--- src/rtl/itype_seq_ctrl.sv ---
// Multi-cycle I-type sequencer: IDLE -> READ -> EXEC -> COMMIT.
// Ports: instr handshake, RF read/write, ALU operands/result, pc, busy, exc pulses.
module itype_seq_ctrl (
  input  logic        clk,
  input  logic        rst,
  input  logic        instr_valid,
  input  logic [31:0] instr,
  output logic        instr_ready,
  output logic [4:0]  rs_addr,
  output logic [4:0]  rt_addr,
  input  logic [31:0] rs_data,
  input  logic [31:0] rt_data,
  output logic [5:0]  alu_op,
  output logic [31:0] alu_rs,
  output logic [31:0] alu_rt,
  output logic [31:0] alu_imm,
  input  logic [31:0] alu_result,
  input  logic        alu_zero,
  input  logic        alu_ovf,
  output logic        rf_we,
  output logic [4:0]  rf_waddr,
  output logic [31:0] rf_wdata,
  output logic [31:0] pc,
  output logic        busy,
  output logic        exc_ovf,
  output logic        exc_ill
);

  localparam logic [5:0] OP_BEQ   = 6'b000100;
  localparam logic [5:0] OP_BNE   = 6'b000101;
  localparam logic [5:0] OP_ADDI  = 6'b001000;
  localparam logic [5:0] OP_ADDIU = 6'b001001;
  localparam logic [5:0] OP_SLTI  = 6'b001010;
  localparam logic [5:0] OP_SLTIU = 6'b001011;
  localparam logic [5:0] OP_ANDI  = 6'b001100;
  localparam logic [5:0] OP_ORI   = 6'b001101;
  localparam logic [5:0] OP_LUI   = 6'b001111;

  typedef enum logic [1:0] {
    IDLE, READ, EXEC, COMMIT
  } state_t;

  state_t      state_q, state_d;
  logic [5:0]  op_q, op_d;
  logic [4:0]  rs_q, rs_d;
  logic [4:0]  rt_q, rt_d;
  logic [15:0] imm_q, imm_d;
  logic        ill_q, ill_d;
  logic [31:0] rsd_q, rsd_d;
  logic [31:0] rtd_q, rtd_d;
  logic [31:0] res_q, res_d;
  logic        zero_q, zero_d;
  logic        ovf_q, ovf_d;
  logic [31:0] pc_q, pc_d;

  logic        is_lui, is_logic, is_br;
  logic        is_wr, taken;
  logic [31:0] imm_ext;
  logic [5:0]  in_op;
  logic        in_legal;

  assign in_op = instr[31:26];

  always_comb begin
    in_legal = 1'b0;
    unique case (in_op)
      OP_BEQ, OP_BNE, OP_ADDI,
      OP_ADDIU, OP_SLTI, OP_SLTIU,
      OP_ANDI, OP_ORI, OP_LUI:
        in_legal = 1'b1;
      default: in_legal = 1'b0;
    endcase
  end

  always_comb begin
    is_lui   = (op_q == OP_LUI);
    is_logic = (op_q == OP_ANDI) ||
               (op_q == OP_ORI);
    is_br    = (op_q == OP_BEQ) ||
               (op_q == OP_BNE);
    is_wr    = !is_br && !ill_q;
    taken    = ((op_q == OP_BEQ) && zero_q) ||
               ((op_q == OP_BNE) && !zero_q);
    imm_ext  = {{16{imm_q[15]}}, imm_q};
    unique case (1'b1)
      is_lui:   imm_ext = {imm_q, 16'h0000};
      is_logic: imm_ext = {16'h0000, imm_q};
      default:  imm_ext = {{16{imm_q[15]}}, imm_q};
    endcase
  end

  always_comb begin
    state_d  = state_q;
    op_d     = op_q;
    rs_d     = rs_q;
    rt_d     = rt_q;
    imm_d    = imm_q;
    ill_d    = ill_q;
    rsd_d    = rsd_q;
    rtd_d    = rtd_q;
    res_d    = res_q;
    zero_d   = zero_q;
    ovf_d    = ovf_q;
    pc_d     = pc_q;
    alu_op   = 6'b000000;
    alu_rs   = 32'h0;
    alu_rt   = 32'h0;
    alu_imm  = 32'h0;
    rf_we    = 1'b0;
    rf_waddr = 5'd0;
    rf_wdata = 32'h0;
    exc_ovf  = 1'b0;
    exc_ill  = 1'b0;
    unique case (state_q)
      IDLE: begin
        if (instr_valid) begin
          op_d  = in_op;
          rs_d  = instr[25:21];
          rt_d  = instr[20:16];
          imm_d = instr[15:0];
          ill_d = !in_legal;
          // Illegal opcodes jump straight to the retire cycle.
          state_d = in_legal ? READ : COMMIT;
        end
      end
      READ: begin
        rsd_d   = rs_data;
        rtd_d   = rt_data;
        state_d = EXEC;
      end
      EXEC: begin
        alu_op  = op_q;
        alu_rs  = rsd_q;
        alu_rt  = rtd_q;
        alu_imm = imm_ext;
        res_d   = alu_result;
        zero_d  = alu_zero;
        ovf_d   = alu_ovf;
        state_d = COMMIT;
      end
      COMMIT: begin
        state_d = IDLE;
        pc_d    = pc_q + 32'd4;
        if (ill_q) begin
          exc_ill = 1'b1;
        end else begin
          exc_ovf = (op_q == OP_ADDI) && ovf_q;
          rf_we   = is_wr && (rt_q != 5'd0) &&
                    !exc_ovf;
          if (rf_we) begin
            rf_waddr = rt_q;
            rf_wdata = res_q;
          end
          if (taken)
            pc_d = pc_q + 32'd4 +
                   {{14{imm_q[15]}}, imm_q, 2'b00};
        end
      end
      default: state_d = IDLE;
    endcase
  end

  always_ff @(posedge clk or posedge rst) begin
    if (rst) begin
      state_q <= IDLE;
      op_q    <= 6'd0;
      rs_q    <= 5'd0;
      rt_q    <= 5'd0;
      imm_q   <= 16'd0;
      ill_q   <= 1'b0;
      rsd_q   <= 32'h0;
      rtd_q   <= 32'h0;
      res_q   <= 32'h0;
      zero_q  <= 1'b0;
      ovf_q   <= 1'b0;
      pc_q    <= 32'h0;
    end else begin
      state_q <= state_d;
      op_q    <= op_d;
      rs_q    <= rs_d;
      rt_q    <= rt_d;
      imm_q   <= imm_d;
      ill_q   <= ill_d;
      rsd_q   <= rsd_d;
      rtd_q   <= rtd_d;
      res_q   <= res_d;
      zero_q  <= zero_d;
      ovf_q   <= ovf_d;
      pc_q    <= pc_d;
    end
  end

  assign instr_ready = (state_q == IDLE);
  assign busy        = (state_q != IDLE);
  assign rs_addr     = rs_q;
  assign rt_addr     = rt_q;
  assign pc          = pc_q;

endmodule
--- config.mk ---
export PLATFORM = sky130hd
export DESIGN_NAME = itype_seq_ctrl
export DESIGN_NICKNAME = d
export VERILOG_FILES = /design/src/rtl/itype_seq_ctrl.sv
export SDC_FILE = /design/constraint.sdc
export NUM_CORES = 1
export LEC_CHECK = 0
export CAP_MARGIN = 20
export CORE_ASPECT_RATIO = 1.4
export CORE_MARGIN = 5
export CORE_UTILIZATION = 25
export CTS_CLUSTER_DIAMETER = 40
export CTS_CLUSTER_SIZE = 10
export DETAILED_ROUTE_END_ITERATION = 7
export GPL_ROUTABILITY_DRIVEN = 1
export HOLD_SLACK_MARGIN = 0.15
export SLEW_MARGIN = 20
export SYNTH_ARGS = -nofsm -noshare
export SYNTH_HDL_FRONTEND = slang
export SYNTH_SLANG_ARGS = --single-unit
export TNS_END_PERCENT = 5
--- constraint.sdc ---
create_clock -name clk -period 8.7 [get_ports clk]
set_input_delay 1.74 -clock clk [delete_from_list [all_inputs] [get_ports clk]]
set_output_delay 1.74 -clock clk [all_outputs]
set_load 0.02 [all_outputs]
==> impl_metrics.toml <==
[sta]
clock.fmax_ghz = 0.177
fin_hold_ws_ns = 0.476
rsz0062_at_grt = "false"
setup_viol_count_final = 0
worst_slew_margin_rel = 0.369
finalCriticalPeriod_ns = 5.66
finalHoldViolCount = 0
post-route-period-util = 0.650
worst_slew_pin_slew_ns = 0.946
skew_ns = 0.00806
slew_violations = 0
tns_ns = 0

[clock_network]
numCtsBuffers = 17
path_clk_slew_ns = 0.07
cts_root_buf = "clkbuf_16"
ctsResizeCount = 0
cts_setup_buffers = 0
clock_latency_ns = 0.45
clockBufferDepth = 2
clock_sinks = 163
cts_tree = "yes"
ctsHtreeMaxLevel = 4
ctsHoldBuffers = 0

[final_layout]
fin_nets = 1457
drive_above_1_share = 0.148
n_fill_cell = 3940
utilization = 0.363
fin_area_mm2 = 0.0143
final_cell_count_no_fill = 1826
syn2layout_area_growth_pct = 43.9

[global_route]
grt_overflow = 0
grt_busiest_layer = "met2"
grtUsageTotal = 0.153
use_met1 = 0.164
grt_pass1_vias = 9038
use_met3 = 0.0608
grt.met2_usage = 0.271
antenna_found_initial = 3
grt_pass1_wl_um = 51900
grt_max_degree = 98

[floorplanning]
io_pins = 319
core-area_mm2 = 0.0393
initial_core_util = 0.252
dieArea_mm2 = 0.0438
rows = 86
die_y_um = 246
die_w_um = 178

[worst_setup_path]
crit_fanout = 51
crit_type = "flip-flop to output port"
r2r_slack_ns = 4.11
worstReg2RegStart = "pc[2]"
start_kind = "flip-flop"
critPathMaxStageDelay_ns = 0.85
cp-end-kind = "output port"
worstPathRequired_ns = 6.96
cp-endpoint = "rf_wdata[2]"
cp.arrival_ns = 3.92
r2r_end = "pc[31]"
crit_chain = "ha_2 > inv_1 > nor4_2 > buf_4 > and2_1 > clkdlybuf4s50_1"
critPathLaunch = "state_q[1]"
rr_worst_depth = 16
slowest_stage = "ha_2"

[detailed_routing]
drtPass1Iterations = 7
viasPerCell = 4.66
first_iter_violations = 311
vias = 8501
post-route-drc-count = 0
wl_per_cell_um = 18.4
drt-total-wl_um = 33600
ant_nets = 0

[pwr]
power_density_mw_per_mm2 = 397
leakage_nw = 5.79
ir_drop_mv = 0.175

[placed_design]
routabilityCongestion = 0.881
dpl.cell_count = 1791
placed_area_mm2 = 0.0136
hpwlAfterDp_um = 25700
port_buffers = 316

[run]
max_cap_viol_count = 0

[synth]
async_flop_share = 1.00
synthDistinctLibCells = 69
ys_seq_area_frac = 0.412
ys.flop_type = "dfrtp_1"
synth-edff-count = 0
yosys_warnings = 0
ys_ff_latch = 163
postSynthCellCount = 991
syn_area_per_cell_um2 = 10.0
syn-cell-area_mm2 = 0.00991

[outcome]
status = "finished, final reports clean"

[hold_path]
hp-class = "flip-flop to flip-flop"
==> per-layer routing <==
metal / vias to the layer above / wire (um)
li1: 4078 / -
met1: 4098 / 12700
met2: 282 / 17400
met3: 43 / 2710
met4: 0 / 803
met5: - / 0
==> where the power goes <==
part / leakage [nW] / total (mW) / internal, mW / switching [mW]
Clock: 0.304 / 0.821 / 0.443 / 0.377
Sequential: 1.92 / 1.46 / 1.13 / 0.330
Combinational: 3.57 / 3.38 / 1.61 / 1.76
Total: 5.79 / 5.66 / 3.18 / 2.47
==> how the worst min path moves through the flow <==
stage,start,end,slack [ns],cells past startpoint
after floorplan,res_q[29],res_q[29],0.47,1
after global placement,rsd_q[25],rsd_q[25],0.48,1
after detailed placement,pc[31],pc[31],0.48,1
after CTS,pc[31],pc[31],0.49,1
after global routing,rtd_q[6],rtd_q[6],0.52,1
final,pc[31],pc[31],0.48,1
==> cell usage in the layout, fill, tap and decap left out, types with 5 or more instances in the layout <==
master	n
a211oi_1	6
a21o_1	18
a21oi_1	56
a31oi_1	8
and2_1	128
and3_1	8
buf_4	8
clkbuf_16	17
clkdlybuf4s50_1	316
dfrtp_1	163
ha_1	38
inv_1	23
inv_8	6
mux2_2	130
nand2_1	58
nand3_1	33
nand4_1	16
nor2_1	47
nor3_1	13
o211ai_1	8
o21a_1	22
o21ai_0	34
o21bai_1	6
o22ai_1	7
or3_1	5
xnor2_1	27
xor2_1	21
==> critical path, delay by kind of cell (launching register included) <==
family / cells / cell delay, ns
fa+ha+maj: 1 / 0.85
buf+inv: 3 / 1.60
flops: 1 / 0.44
simple gates: 2 / 0.58
==> registers in the layout, indices dropped and copies added (netlist names) <==
signal,flops
rsd_q,32
res_q,32
ovf_q,1
imm_q,16
ill_q,1
state_q,2
rt_addr,5
rs_addr,5
rtd_q,32
pc,30
zero_q,1
op_q,6
==> cell usage after synthesis (21+ instances only) <==
| master | count | area share |
|---|---|---|
| a21oi_1 | 56 | 0.028 |
| and2_1 | 128 | 0.081 |
| clkbuf_1 | 45 | 0.017 |
| dfrtp_1 | 163 | 0.41 |
| ha_1 | 41 | 0.052 |
| inv_1 | 24 | 0.0091 |
| mux2_2 | 130 | 0.15 |
| nand2_1 | 59 | 0.022 |
| nand3_1 | 33 | 0.017 |
| nor2_1 | 47 | 0.018 |
| o21a_1 | 22 | 0.017 |
| o21ai_0 | 34 | 0.017 |
| xnor2_1 | 27 | 0.024 |
| xor2_1 | 21 | 0.019 |
==> through the flow <==
| stage | total power, mW | setup WS, ns |
|---|---|---|
| after global placement | 4.83 | 3.57 |
| final | 5.66 | 3.04 |
| after global routing | 6.07 | 2.74 |
| after floorplan | 3.56 | 2.56 |
| after CTS | 5.73 | 2.99 |
| after detailed placement | 4.88 | 3.48 |
==> cell families (layout without fill, tap and decap cells) <==
group,Yosys count,after routing,share of synthesized area
buf+inv,77,380,0.0304
xor+xnor,48,48,0.0424
fa+ha+maj,42,42,0.0538
mux,135,135,0.153
flops,163,163,0.412
compound gates,191,191,0.126
simple gates,334,334,0.183
other cells,1,5,0.000378
==> layout make-up <==
type / instances / area, um^2 / area share
multi-input combinational: 752 / 5560 / 0.390
sequential: 163 / 4080 / 0.286
timing repair buffer: 324 / 3220 / 0.226
tap: 528 / 661 / 0.0463
clock buffer: 17 / 425 / 0.0298
clock inverter: 15 / 209 / 0.0147
inverter: 24 / 95.1 / 0.00667
antenna: 3 / 7.51 / 0.000526
Power figures use the tool's default switching activity.
